<file path="src/rtl/contador_pkg.sv">
// rtl/contador_pkg.sv - shared types and defaults for the contador run sequencer
package contador_pkg;

    localparam int CNT_W = 4;

    typedef enum logic [2:0] {
        IDLE,
        ARM,
        RUN,
        GAP,
        DONE
    } state_t;

    localparam logic [CNT_W-1:0] DEF_LIMIT = '1;
    localparam int               DEF_REPS  = 1;
    localparam int               DEF_GAP   = 0;

endpackage

</file>
<file path="src/rtl/contador_gap_timer.sv">
// rtl/contador_gap_timer.sv - loadable down-counter timing the idle gap between runs
module contador_gap_timer #(
    parameter int GAP_W = 4
) (
    input  logic             clk,
    input  logic             reset,
    input  logic             load,
    input  logic [GAP_W-1:0] load_val,
    input  logic             en,
    output logic             last
);

    logic [GAP_W-1:0] count;

    always_ff @(posedge clk or negedge reset) begin
        if (!reset) begin
            count <= '0;
        end else if (load) begin
            count <= load_val;
        end else if (en && (count != '0)) begin
            count <= count - GAP_W'(1);
        end
    end

    // A zero-length gap still occupies one cycle, so 0 and 1 both mean "last".
    assign last = (count <= GAP_W'(1));

endmodule

</file>
<file path="src/rtl/contador_seq_ctrl.sv">
// rtl/contador_seq_ctrl.sv - run sequencer driving enable/clear of the contador counter
module contador_seq_ctrl #(
    parameter int CNT_W = contador_pkg::CNT_W,
    parameter int REP_W = 8,
    parameter int GAP_W = 4
) (
    input  logic             clk,
    input  logic             reset,
    input  logic             cfg_valid,
    output logic             cfg_ready,
    input  logic [CNT_W-1:0] cfg_limit,
    input  logic [REP_W-1:0] cfg_reps,
    input  logic [GAP_W-1:0] cfg_gap,
    input  logic             cfg_cont,
    input  logic             start,
    input  logic             stop,
    input  logic [CNT_W-1:0] cnt_val,
    output logic             cnt_en,
    output logic             cnt_clr,
    output logic             busy,
    output logic             done,
    output logic [REP_W-1:0] run_count
);

    import contador_pkg::*;

    state_t           state;
    logic [CNT_W-1:0] limit_q;
    logic [REP_W-1:0] reps_q;
    logic [GAP_W-1:0] gap_q;
    logic             cont_q;
    logic             at_limit;
    logic             gap_load;
    logic             gap_last;

    assign at_limit = (cnt_val == limit_q);
    assign gap_load = (state == RUN) && !stop && at_limit;

    contador_gap_timer #(
        .GAP_W(GAP_W)
    ) u_gap_timer (
        .clk     (clk),
        .reset   (reset),
        .load    (gap_load),
        .load_val(gap_q),
        .en      (state == GAP),
        .last    (gap_last)
    );

    // Enable is combinational so the counter stops on the very cycle it reaches the limit.
    assign cnt_en  = (state == RUN) && !at_limit && !stop;
    assign cnt_clr = (state == ARM) || ((state == GAP) && gap_last);

    always_ff @(posedge clk or negedge reset) begin
        if (!reset) begin
            state     <= IDLE;
            cfg_ready <= 1'b1;
            busy      <= 1'b0;
            done      <= 1'b0;
            run_count <= '0;
            limit_q   <= CNT_W'(DEF_LIMIT);
            reps_q    <= REP_W'(DEF_REPS);
            gap_q     <= GAP_W'(DEF_GAP);
            cont_q    <= 1'b0;
        end else begin
            case (state)
                IDLE: begin
                    if (cfg_valid) begin
                        limit_q <= cfg_limit;
                        reps_q  <= cfg_reps;
                        gap_q   <= cfg_gap;
                        cont_q  <= cfg_cont;
                    end
                    if (start) begin
                        state     <= ARM;
                        cfg_ready <= 1'b0;
                        busy      <= 1'b1;
                        run_count <= '0;
                    end
                end
                ARM: begin
                    if (stop || (!cont_q && (reps_q == '0))) begin
                        state <= DONE;
                        done  <= 1'b1;
                    end else begin
                        state <= RUN;
                    end
                end
                RUN: begin
                    if (stop) begin
                        state <= DONE;
                        done  <= 1'b1;
                    end else if (at_limit) begin
                        if (run_count != '1) begin
                            run_count <= run_count + REP_W'(1);
                        end
                        if (!cont_q && ((run_count + REP_W'(1)) == reps_q)) begin
                            state <= DONE;
                            done  <= 1'b1;
                        end else begin
                            state <= GAP;
                        end
                    end
                end
                GAP: begin
                    if (stop) begin
                        state <= DONE;
                        done  <= 1'b1;
                    end else if (gap_last) begin
                        state <= RUN;
                    end
                end
                DONE: begin
                    state     <= IDLE;
                    done      <= 1'b0;
                    busy      <= 1'b0;
                    cfg_ready <= 1'b1;
                end
                default: begin
                    state     <= IDLE;
                    done      <= 1'b0;
                    busy      <= 1'b0;
                    cfg_ready <= 1'b1;
                end
            endcase
        end
    end

endmodule
</file>
<file path="config.mk">
export PLATFORM = sky130hd
export DESIGN_NAME = contador_seq_ctrl
export DESIGN_NICKNAME = d
export VERILOG_FILES = /design/src/rtl/contador_pkg.sv /design/src/rtl/contador_gap_timer.sv /design/src/rtl/contador_seq_ctrl.sv
export SDC_FILE = /design/constraint.sdc
export NUM_CORES = 1
export LEC_CHECK = 0
export BUFFER_PORTS_ARGS = -buffer_cell sky130_fd_sc_hd__buf_2
export CORE_MARGIN = 5
export CORE_UTILIZATION = 49
export CTS_CLUSTER_DIAMETER = 30
export DETAILED_ROUTE_END_ITERATION = 10
export PLACE_DENSITY = 0.8
export REMOVE_ABC_BUFFERS = 1
export SLEW_MARGIN = 0
export SYNTH_ARGS = -nofsm -noshare
export SYNTH_HDL_FRONTEND = slang
export SYNTH_SLANG_ARGS = --single-unit
</file>
<file path="constraint.sdc">
create_clock -name clk -period 2 [get_ports clk]
set_input_delay 0.4 -clock clk [delete_from_list [all_inputs] [get_ports clk]]
set_output_delay 0.4 -clock clk [all_outputs]
set_load 0.005 [all_outputs]
</file>
# Word-level counts from Yosys, hierarchy flattened
# Index checks and enable logic that the tools add are counted.
# W data, S select, Z words.
# word_totals
reg_bits,35
latch_bits,0
ramBits,0
rom_bits,0
in_bits,26
out_inout_bits,13
n_memories,0
# op_classes
add_sub_neg,2
mul,0
n_div,0
order_cmp,1
n_eq_ne,15
shift,0
muxes,25
n_bitwise,2
n_reduce_logical,24
# op_table
cell,count
$mux W8,4
$mux W3,7
$pmux W8 S2,1
$pmux W3 S4,1
$reduce_and A5 Y1,2
$add A8 B1 Y8 const B,1
$eq A8 B8 Y1,1
$logic_and A1 B1 Y1,8
$logic_not A8 Y1,1
$mux W4,2
$ne A2 B2 Y1 const B,4
$ne A8 B8 Y1 const B,1
$mux W1,7
$eq A3 B2 Y1 const B,2
$ne A3 B3 Y1 const B,2
$eq A4 B4 Y1,1
$le A4 B1 Y1 const B,1
$ne A2 B1 Y1 const B,2
$pmux W1 S2,2
$pmux W1 S4,1
$reduce_and A2 Y1,2
$reduce_bool A2 Y1,2
$reduce_bool A4 Y1,1
$sub A4 B1 Y4 const B,1
8 further kinds,12

# Logic depth before layout (Yosys ltp)
# Gate-level depths: netlist of the first run.
# logic_depth
word_depth,7
ltp_mapped,6

# Hierarchy
# From an unflattened synthesis of the first run, not the netlist that was laid out.
# hier_totals
hier_cells,193
area_unflattened_um2,2003.2
# by_module_without_submodules
mod,instances,cells_each,area_each_um2
contador_seq_ctrl,1,160,1709.1
contador_gap_timer,1,33,294.0

# Worst setup path after synthesis of the first run
# No wires, ideal clock.
# synth_path
kind,register to register
start,reg state[0]
end,reg run_count[3]
setup_time_ps,83
arrival_ps,1904
required_ps,1917
slack_ps,13
path_stages_with_launch,7
period_less_slack_ps,1987
path_cell_list,dfrtp_1 buf_6 or4b_4 buf_6 or3_4 or3_1 o21ai_0
# synth_via
elab_chain_len,3
# synth_lines
item,line_no,source
start: declaration,contador_seq_ctrl.sv:27,state_t state;
start signal: assignment,contador_seq_ctrl.sv:56,state <= IDLE;
start signal: assignment,contador_seq_ctrl.sv:75,state <= ARM;
start signal: assignment,contador_seq_ctrl.sv:83,state <= DONE;
$eq A3 B2 Y1 or $logic_not A3 Y1 (tied branches),contador_seq_ctrl.sv:66,case (state)
$ne A2 B1 Y1 (no source line) (tied with other cells),--,
$reduce_and A5 Y1 (no source line),--,
end signal: assignment,contador_seq_ctrl.sv:95,run_count <= run_count + REP_W'(1);
end: declaration,contador_seq_ctrl.sv:22,output logic [REP_W-1:0] run_count
# Parallel ways exist; a longest one is shown, timed or not.
# A chain may end at the register's enable or synchronous reset.

# Final worst setup path of the first run
# layout_path
start,reg run_count[1]
end,reg state[1]
# layout_via
elab_chain_len,7
# layout_lines
item,line_no,source
$add A8 B1 Y8,contador_seq_ctrl.sv:97,if (!cont_q && ((run_count + REP_W'(1)) == reps_q)) begin
$eq A8 B8 Y1,contador_seq_ctrl.sv:97,
$logic_and A1 B1 Y1,contador_seq_ctrl.sv:97,
$mux W3,contador_seq_ctrl.sv:97,
$mux W3,contador_seq_ctrl.sv:93,end else if (at_limit) begin
$mux W3,contador_seq_ctrl.sv:90,if (stop) begin
$pmux W3 S4,contador_seq_ctrl.sv:66,
end signal: assignment,contador_seq_ctrl.sv:91,state <= DONE;
end signal: assignment,contador_seq_ctrl.sv:98,state <= DONE;
end signal: assignment,contador_seq_ctrl.sv:101,state <= GAP;
# Every way passes these cells. The select of a mux whose other input is x is not followed.

==> out/qor.csv, run 1 <==
metric;value;unit
critPathMaxStageDelay;0.47;ns
path_cells;and4_4, nand4_1, or3_4, a2111o_1, a21bo_1;
final_common_cell;buf_2;
die_h;72.6;µm
cts_max_level;2;
ys_seq_area_share;46.0;%
critPathKind;flop to flop;
synth_top_family_by_area;simple AND/OR/NAND/NOR gates;
status;complete, no violations;
layout_worst_path_cycle_share;98.6;%
max_cap_violations;0;
syn2layout_area_growth;29.2;%
tritoncts;built;
grt_pass1_vias;1609;
timing.hold.worst.class;input pin to async pin;
cts_root_buf;clkbuf_8;
viasPerCell;5.70;
synth-edff-count;0;
finalHoldViolCount;0;
synth_compound_area_share;14.3;%
rows;22;
fin_nets;266;
synthFlopType;dfrtp_1;
pwr-share-clk;23.9;%
vdd.ir_drop.worst;0.794;mV
via_count;1630;
synthMuxAreaShare;10.5;%
max_freq;507;MHz
die_w;72.6;µm
busiest_layer;met2;
worstPathArrival;2.16;ns
p_leak;1.08;nW
yosys.area_share.simple;16.7;%
coreArea;3720;µm²
pwr-share-comb;35.9;%
cp.required;2.18;ns
critical_path.top_delay_family;simple AND/OR/NAND/NOR gates;
drt_wl_total;4.71;mm
ctsLongestPathBuffers;2;
ys_seq_elements;35;
mostFrequentLayoutCells;buf_2, dfrtp_1, buf_4, mux2_2, a21oi_1;
crit_path_max_fanout;4;
synthCells;180;
crit_buf_inv;0;
fin_crit;1.97;ns
first_iter_violations;111;
grtUsageMet2;29.9;%
gp_congestion;0.851;
synth_xor_area_share;6.39;%
layout-drive-gt1-share;45.0;%
rsz0062_at_grt;true;
wl_per_cell;16.5;µm
switchingPower;0.00104;W
firstDrtPassIters;4;
clock_skew;0.00431;ns
synth_area_leaders;dfrtp_1, mux2_2, dfstp_2;
port_buffers;38;
synth_fa_ha_area_share;1.96;%
io_pins;39;
dp_hpwl;3.37;mm
post_dp_cell_area;2260;µm²
grt_pass1_wl;7.65;mm
async_flop_share;100;%
cts.sinks;35;
yosys.area.top_type_share;37.8;%
worst_setup_path_end_kind;flop;
use_met1;25.3;%
grt_max_degree;36;
ys_warn_count;0;
insertedDiodeCount;0;
track_usage;18.9;%
die_area;5270;µm²
drv_slew;0;
start_util;51.6;%
pwr-share-seq;40.2;%
drc;0;
worst_pin_slew;0.768;ns
worstSetupStartpointType;flop;
grt_antenna_before_repair;0;
pwr_density_cell;1290;nW/µm²
setup_viol;0;
cts-hold-fix-buffers;0;
synth_area_leader_cell;dfrtp_1;
fin_setup_tns;0;ns
slew-limit-headroom;48.8;%
final_area;2480;µm²
swShare;32.5;%
syn_avg_cell_area;10.7;µm²
ant_nets;0;
grt_overflow_total;0;
post-route-util;66.7;%
clkLatencyLatePin;0.29;ns
cts_buffers;5;
grtUsageMet3;5.23;%
p_int;0.00215;W
syn_area;1920;µm²
cp_slowest_cell;a2111o_1;
clk_pin_slew;0.07;ns
ys_types;51;
==> worst paths after layout <==
check | startpoint | endpoint | slack, ns | depth (start not counted)
max | run_count[1] | state[1] | 0.03 | 5
min | reset | run_count[0] | 0.18 | 1
max reg2reg | run_count[1] | state[1] | 0.03 | 5
min reg2reg | gap_q[0] | u_gap_timer.count[0] | 0.50 | 2
max in group asynchronous | reset | state[1] | 1.28 | 1
min in group clk | cfg_limit[1] | limit_q[1] | 0.34 | 2
==> flip-flops by register name (all words and copies together) (netlist names) <==
| register | cells |
|---|---|
| reps_q | 8 |
| run_count | 8 |
| gap_q | 4 |
| limit_q | 4 |
| u_gap_timer.count | 4 |
| state | 3 |
| busy | 1 |
| cfg_ready | 1 |
| cont_q | 1 |
| done | 1 |
==> metal layers <==
metal	share of wire, %	vias up
met5	0	-
met3	6.3	10
met2	50	65
li1	-	764
met4	1.8	0
met1	42	791
==> stage by stage <==
step,hold slack (ns),setup WS (ns),total power [W],instances
floorplan,0.104,-0.0781,0.00197,172
global placement,0.469,0.0228,0.00229,275
detailed placement,0.480,-0.00900,0.00235,275
CTS,0.198,0.00775,0.00314,284
global route,0.233,-0.0672,0.00340,286
finish,0.178,0.0272,0.00319,286
==> cell families after synthesis <==
group	count (synthesis)
simple gates	51
flops	35
compound gates	43
xor+xnor	14
fa+ha+maj	3
mux	18
buf+inv	16
==> cells in the mapped netlist (all sizes together) (2+ instances only) <==
master / count
nor2: 4
nor3: 6
nor3b: 2
buf: 5
nand2: 11
nand3: 2
or3: 5
xnor2: 12
a31oi: 2
o211ai: 2
nand2b: 3
a311o: 2
o31ai: 2
xor2: 2
clkbuf: 3
nor4b: 4
mux2: 17
dfrtp: 29
nor4: 2
a21o: 3
a21oi: 14
inv: 8
ha: 3
o21ai: 11
dfstp: 6
nand4: 2
==> power groups by stage <==
stage	clock [W]	combinational [W]	sequential [W]
6_report	0.000762	0.00115	0.00128
5_1_grt	0.000805	0.00127	0.00132
4_1_cts	0.000775	0.00109	0.00127
3_5_place_dp	0	0.00107	0.00128
3_3_place_gp	0	0.00103	0.00126
2_1_floorplan	0	0.000735	0.00123
==> worst reg2reg max path: cells and delay by family (launching register included) <==
| kind | cells | cell delay, ns |
|---|---|---|
| simple gates | 3 | 0.79 |
| compound gates | 2 | 0.65 |
| flops | 1 | 0.43 |
==> layout make-up <==
class | instances | area [µm²]
multi-input cells | 129 | 1030
clock inverters | 3 | 67.6
repair buffers | 58 | 340
flip-flops and latches | 35 | 885
clock buffers | 5 | 68.8
fillers | 280 | 1240
well taps | 48 | 60.1
inverters | 8 | 30.0
==> timing repair <==
item                                    in CTS  in global routing
endpoints found under the setup margin       1                  9
pin swaps                                    1                  6
gates resized for setup                      1                 13
buffers inserted                             1                  2
(Power assumes the default switching activity.)
==> inputs of run 2 (changes only) <==
--- a/config.mk
+++ b/config.mk
@@ -7,10 +7,10 @@
 export LEC_CHECK = 0
 export BUFFER_PORTS_ARGS = -buffer_cell sky130_fd_sc_hd__buf_2
 export CORE_MARGIN = 5
-export CORE_UTILIZATION = 49
+export CORE_UTILIZATION = 58
 export CTS_CLUSTER_DIAMETER = 30
 export DETAILED_ROUTE_END_ITERATION = 10
-export PLACE_DENSITY = 0.8
+export PLACE_DENSITY = 0.89
 export REMOVE_ABC_BUFFERS = 1
 export SLEW_MARGIN = 0
 export SYNTH_ARGS = -nofsm -noshare
==> constraint.sdc (replaced) <==
create_clock -name clk -period 2.3 [get_ports clk]
set_input_delay 0.46 -clock clk [delete_from_list [all_inputs] [get_ports clk]]
set_output_delay 0.46 -clock clk [all_outputs]
set_load 0.005 [all_outputs]
==> run 2 against run 1 <==
  * Cell area decreased by 9.8%
  * Total power decreased by 26%
  * Sequential power decreased by 13%
  * Largest cell class unchanged
==> out/qor.csv, run 2 (synthesis results as in run 1) <==
metric;value;unit;change
r2r-end;state[1];;unchanged
io_pins;39;;unchanged
status;complete, no violations;;unchanged
crit_path_max_fanout;7;;was 4
port_buffers;38;;unchanged
grt_pass1_vias;1486;;was 1609
drt_wl_total;3.92;mm;was 4.71 mm
drc;0;;unchanged
cts_resized;0;;was 1
ctsLongestPathBuffers;2;;unchanged
layout_worst_path_cycle_share;93.5;%;
fin_crit;2.15;ns;
die_w;67.5;µm;was 72.6 µm
cp-startpoint;limit_q[2];;was run_count[1]
power.total;0.00235;W;was 0.00319 W
syn2layout_area_growth;16.6;%;was 29.2%
gp_congestion;0.902;;was 0.851
rows;20;;was 22
post_dp_cell_area;2170;µm²;was 2260 µm²
cts_root_buf;clkbuf_4;;was clkbuf_8
rsz0062_at_grt;false;;was true
clk_pin_slew;0.11;ns;was 0.07 ns
critPathKind;flop to primary output;;was flop to flop
via_count;1521;;was 1630
cts-hold-fix-buffers;0;;unchanged
worst_setup_path_end_kind;primary output;;was flop
post-route-util;72.1;%;was 66.7%
fin_setup_tns;0;ns;unchanged
tritoncts;built;;unchanged
drv_slew;0;;unchanged
whs;0.174;ns;was 0.178 ns
track_usage;19.4;%;was 18.9%
firstDrtPassIters;4;;unchanged
wl_met3;280;µm;was 296 µm
r2r_setup_slack;0.21;ns;was 0.03 ns
worstPathArrival;1.69;ns;was 2.16 ns
cts_buffers;5;;unchanged
dp_hpwl;2.91;mm;was 3.37 mm
pwr_density_cell;1050;nW/µm²;was 1290 nW/µm²
clkLatencyLatePin;0.34;ns;was 0.29 ns
cts.sinks;35;;unchanged
timing.hold.worst.class;input pin to async pin;;unchanged
wl_per_cell;14.6;µm;was 16.5 µm
final_area;2240;µm²;was 2480 µm²
vdd.ir_drop.worst;0.753;mV;was 0.794 mV
cp.required;1.84;ns;was 2.18 ns
first_iter_violations;82;;was 111
reg2regPathDepth;5;;unchanged
cts_setup_buffers;0;;was 1
die_h;67.5;µm;was 72.6 µm
finalHoldViolCount;0;;unchanged
layout-drive-gt1-share;36.6;%;was 45.0%
slew-limit-headroom;50.5;%;was 48.8%
insertedDiodeCount;0;;unchanged
worst_pin_slew;0.743;ns;was 0.768 ns
rr_startpoint;run_count[0];;was run_count[1]
grt_max_degree;36;;unchanged
p_leak;0.972;nW;was 1.08 nW
met2WireLength;1.90;mm;was 2.33 mm
clock_skew;0.0103;ns;was 0.00431 ns
max_cap_violations;0;;unchanged
final_common_cell;buf_2;;unchanged
setup_viol;0;;unchanged
wl_met1;1.69;mm;was 1.99 mm
start_util;61.9;%;was 51.6%
top_layer;met4;;unchanged
worstSetupStartpointType;flop;;unchanged
grt_overflow_total;0;;unchanged
viasPerCell;5.68;;was 5.70
grt_antenna_before_repair;0;;unchanged
mostFrequentLayoutCells;buf_2, dfrtp_1, mux2_2, a21oi_1, xnor2_1;;was buf_2, dfrtp_1, buf_4, mux2_2, a21oi_1
coreArea;3100;µm²;was 3720 µm²
top_regs;reps_q x8, run_count x8;;unchanged
grt_pass1_wl;6.51;mm;was 7.65 mm
cts_max_level;2;;unchanged
fin_nets;252;;was 266
max_freq;465;MHz;
ant_nets;0;;unchanged
die_area;4560;µm²;was 5270 µm²
[run 2: changes by cell type in the layout (fill, tap and decap cells not counted), sizes merged]
cell / delta
buf: -14
clkinvlp: -1
bufinv: -2
clkbuf: +3
[run 2: power by group]
group          switching [W]  internal, W  total (W)  leakage [nW]
Sequential          0.000216     0.000892    0.00111         0.424
Combinational       0.000380     0.000486   0.000866         0.509
Clock               0.000200     0.000180   0.000380        0.0386
Total               0.000796      0.00156    0.00235         0.972
[run 2: worst max path at each step]
stage	endpoint	slack (ns)	cells past startpoint
2_1_floorplan	cont_q	0.22	2
3_3_place_gp	run_count[7]	0.22	5
3_5_place_dp	run_count[5]	0.18	5
4_1_cts	cnt_en	0.12	5
5_1_grt	cnt_en	0.03	5
6_report	cnt_en	0.15	5
[run 2: worst max-delay path, cell delays in order, from the launching register on]
cell and delay (ns):
dfstp_2 0.55, xnor2_1 0.13, nand4_1 0.19, buf_4 0.22, and2_1 0.15, buf_2 0.12
[run 2: through the flow]
step,setup slack [ns],cells
after floorplan,0.222,172
after global placement,0.217,260
after detailed placement,0.181,260
after CTS,0.119,268
after global routing,0.0340,268
final,0.150,268
[run 2: layout make-up]
class / instances / area, µm²
Multi-Input combinational cell: 129 / 965
Sequential cell: 35 / 883
Fill cell: 260 / 866
Clock buffer: 8 / 68.8
Tap cell: 44 / 55.1
Inverter: 8 / 30.0
Timing Repair Buffer: 44 / 235
[run 2: routing by layer]
layer | vias to the layer above | global-route usage [%]
met3 | 7 | 6.32
li1 | 743 | -
met5 | - | 0
met1 | 716 | 24.4
met4 | 0 | 8.10
met2 | 55 | 30.4
==> inputs of run 3 (changes only) <==
--- a/config.mk
+++ b/config.mk
@@ -5,12 +5,13 @@
 export SDC_FILE = /design/constraint.sdc
 export NUM_CORES = 1
 export LEC_CHECK = 0
+export ABC_AREA = 1
 export BUFFER_PORTS_ARGS = -buffer_cell sky130_fd_sc_hd__buf_2
 export CORE_MARGIN = 5
-export CORE_UTILIZATION = 58
+export CORE_UTILIZATION = 59
 export CTS_CLUSTER_DIAMETER = 30
 export DETAILED_ROUTE_END_ITERATION = 10
-export PLACE_DENSITY = 0.89
+export PLACE_DENSITY = 0.9
 export REMOVE_ABC_BUFFERS = 1
 export SLEW_MARGIN = 0
 export SYNTH_ARGS = -nofsm -noshare
==> run 3 against run 2 <==
  * Maximum frequency up 4.2%
  * Synthesized area up 2.3%
  * Combinational power up 1%
  * Non-clock buffer count down 5
  * Highest routed layer unchanged
  * Largest cell class unchanged
  * Total power down 3.4%
  * Count of clock-buffer cells in the layout down 1
  * Sequential share of layout area down 0.57 points
  * Hold slack better by 0.012 ns
==> out/qor.csv, run 3 <==
metric;value;unit;change
final_common_cell;nand2_1;;was buf_2
grt_max_degree;36;;unchanged
r2r_setup_slack;0.47;ns;was 0.21 ns
coreArea;3280;µm²;was 3100 µm²
synth_area_leader_cell;dfrtp_1;;unchanged
grt_pass1_wl;6.84;mm;was 6.51 mm
synth_area_leaders;dfrtp_1, nand2_1, dfstp_2;;was dfrtp_1, mux2_2, dfstp_2
worst_pin_slew;0.760;ns;was 0.743 ns
cts.sinks;35;;unchanged
cts_buffers;5;;unchanged
grt_pass1_vias;1605;;was 1486
finalHoldViolCount;0;;unchanged
layout_worst_path_cycle_share;89.7;%;was 93.5%
cts_resized;0;;unchanged
clkLatencyLatePin;0.34;ns;about the same
busiest_layer;met2;;unchanged
cp-startpoint;limit_q[2];;unchanged
pwr-share-clk;15.2;%;was 16.2%
power.total;0.00228;W;was 0.00235 W
synth_xor_area_share;2.68;%;was 6.39%
rsz0062_at_grt;false;;unchanged
async_flop_share;100;%;unchanged
gp_congestion;0.927;;was 0.902
fin_crit;2.06;ns;was 2.15 ns
insertedDiodeCount;0;;unchanged
swShare;37.2;%;was 33.8%
fin_setup_tns;0;ns;unchanged
seqCellArea;883;µm²;unchanged
die_area;4580;µm²;was 4560 µm²
ctsLongestPathBuffers;2;;unchanged
ant_nets;0;;unchanged
ys_seq_area_share;45.0;%;was 46.0%
port_buffers;38;;unchanged
syn_avg_cell_area;8.32;µm²;was 10.7 µm²
firstDrtPassIters;4;;unchanged
ys_types;34;;was 51
timing.hold.worst.class;input pin to async pin;;unchanged
pwr-share-seq;46.3;%;was 47.1%
reg2regPathDepth;13;;was 5
top_regs;reps_q x8, run_count x8;;unchanged
clk_pin_slew;0.10;ns;was 0.11 ns
mostFrequentLayoutCells;nand2_1, buf_2, inv_1, dfrtp_1, nor2_1;;was buf_2, dfrtp_1, mux2_2, a21oi_1, xnor2_1
syn2layout_area_growth;15.6;%;was 16.6%
tritoncts;built;;unchanged
switchingPower;0.000848;W;was 0.000796 W
synthCells;236;;was 180
layout-drive-gt1-share;26.3;%;was 36.6%
max_freq;485;MHz;was 465 MHz
whs;0.186;ns;was 0.174 ns
cp.required;1.84;ns;about the same
drv_slew;0;;unchanged
syn_area;1960;µm²;was 1920 µm²
clock_skew;0.00998;ns;was 0.0103 ns
cts-hold-fix-buffers;0;;unchanged
crit_path_max_fanout;3;;was 7
p_leak;1.16;nW;was 0.972 nW
track_usage;20.1;%;was 19.4%
critPathKind;flop to primary output;;unchanged
yosys.area.top_type_share;37.0;%;was 37.8%
worstSetupEndpoint;cnt_en;;unchanged
finalWorstSetupSlack;0.236;ns;was 0.150 ns
synth_fa_ha_area_share;1.91;%;was 1.96%
pwr-share-comb;38.5;%;was 36.8%
yosysMostFrequentCell;nand2_1;;was dfrtp_1
worst_setup_path_end_kind;primary output;;unchanged
grt_overflow_total;0;;unchanged
pre_cts_ws;0.454;ns;was 0.181 ns
grt_antenna_before_repair;0;;unchanged
die_h;67.7;µm;was 67.5 µm
grtUsageMet2;35.0;%;was 30.4%
use_met1;24.1;%;was 24.4%
start_util;59.8;%;was 61.9%
rr_startpoint;run_count[0];;unchanged
viasPerCell;5.17;;was 5.68
worstSetupStartpointType;flop;;unchanged
cts_root_buf;clkbuf_4;;unchanged
synth_compound_area_share;9.37;%;was 14.3%
rows;21;;was 20
synthFlopType;dfrtp_1;;unchanged
cts_max_level;2;;unchanged
synth_common_cells;nand2_1, inv_1, dfrtp_1;;was dfrtp_1, mux2_2, a21oi_1
drt_wl_total;3.98;mm;was 3.92 mm
ys_warn_count;0;;unchanged
via_count;1690;;was 1521
first_iter_violations;114;;was 82
drc;0;;unchanged
r2r-end;state[1];;unchanged
wl_per_cell;12.2;µm;was 14.6 µm
ys_seq_elements;35;;unchanged
setup_viol;0;;unchanged
dp_hpwl;3.08;mm;was 2.91 mm
worstPathArrival;1.60;ns;was 1.69 ns
max_cap_violations;0;;unchanged
slew-limit-headroom;49.3;%;was 50.5%
synth_top_family_by_area;simple AND/OR/NAND/NOR gates;;unchanged
pwr_density_cell;1000;nW/µm²;was 1050 nW/µm²
yosys.area_share.simple;26.8;%;was 16.7%
status;complete, no violations;;unchanged
p_int;0.00143;W;was 0.00156 W
vdd.ir_drop.worst;0.732;mV;was 0.753 mV
synthMuxAreaShare;6.31;%;was 10.5%
die_w;67.7;µm;was 67.5 µm
multi_input_area;925;µm²;was 965 µm²
synth-edff-count;0;;unchanged
cts_setup_buffers;0;;unchanged
io_pins;39;;unchanged
fin_nets;309;;was 252
grtUsageMet3;4.83;%;was 6.32%
fillers;261;;was 260
[run 3: cell count changes after synthesis, moves of 6 or more]
cell / previous run / this run
nand2_1: 11 / 50
xnor2_1: 12 / 2
mux2_1: 0 / 6
mux2_2: 17 / 5
nor2_1: 3 / 21
inv_1: 8 / 36
nand3_1: 2 / 20
[run 3: per-layer routing]
metal  vias to the layer above  part of all wire (%)
li1                        846                     -
met5                         -                     0
met2                        54                    50
met4                         0                   1.9
met1                       783                    42
met3                         7                   5.9
[run 3: critical path, cell delays in order, from the launching register on]
cell and delay, ns:
dfstp_2 0.55, xor2_1 0.15, nor2_1 0.06, nand2_1 0.15, inv_1 0.05, nor2_1 0.17, buf_2 0.15
[run 3: worst min-delay path by stage]
| stage | to | slack, ns |
|---|---|---|
| finish | state[2] | 0.19 |
| global route | u_gap_timer.count[0] | 0.22 |
| CTS | u_gap_timer.count[0] | 0.21 |
| detailed placement | u_gap_timer.count[0] | 0.47 |
| global placement | u_gap_timer.count[0] | 0.46 |
| floorplan | busy | 0.16 |
[run 3: power groups by stage]
stage / Clock [W] / Sequential [W] / Combinational, W
4_1_cts: 0.000354 / 0.00105 / 0.000887
2_1_floorplan: 0 / 0.00103 / 0.000673
3_5_place_dp: 0 / 0.00107 / 0.000876
5_1_grt: 0.000386 / 0.00108 / 0.00100
3_3_place_gp: 0 / 0.00105 / 0.000845
6_report: 0.000346 / 0.00105 / 0.000877
[run 3: per-stage QoR]
stage                     instance area [µm²]  util [%]  cells
after floorplan                          1950         -    234
after global placement                   2210      67.3    319
after detailed placement                 2210      67.3    319
after CTS                                2270      69.1    327
after global routing                     2270      69.1    327
final                                    2270      69.1    327
[run 3: cell families after synthesis]
| kind of cell | count (synthesis) |
|---|---|
| flops | 35 |
| mux | 11 |
| simple gates | 110 |
| compound gates | 30 |
| buf+inv | 41 |
| xor+xnor | 6 |
| fa+ha+maj | 3 |
[run 3: cell type report]
type                    instances  area share, %
repair buffers                 39           8.71
flip-flops and latches         35           38.9
clock buffers                   7           2.43
multi-input cells             160           40.7
well taps                      46           2.54
clock inverters                 1          0.221
inverters                      39           6.45
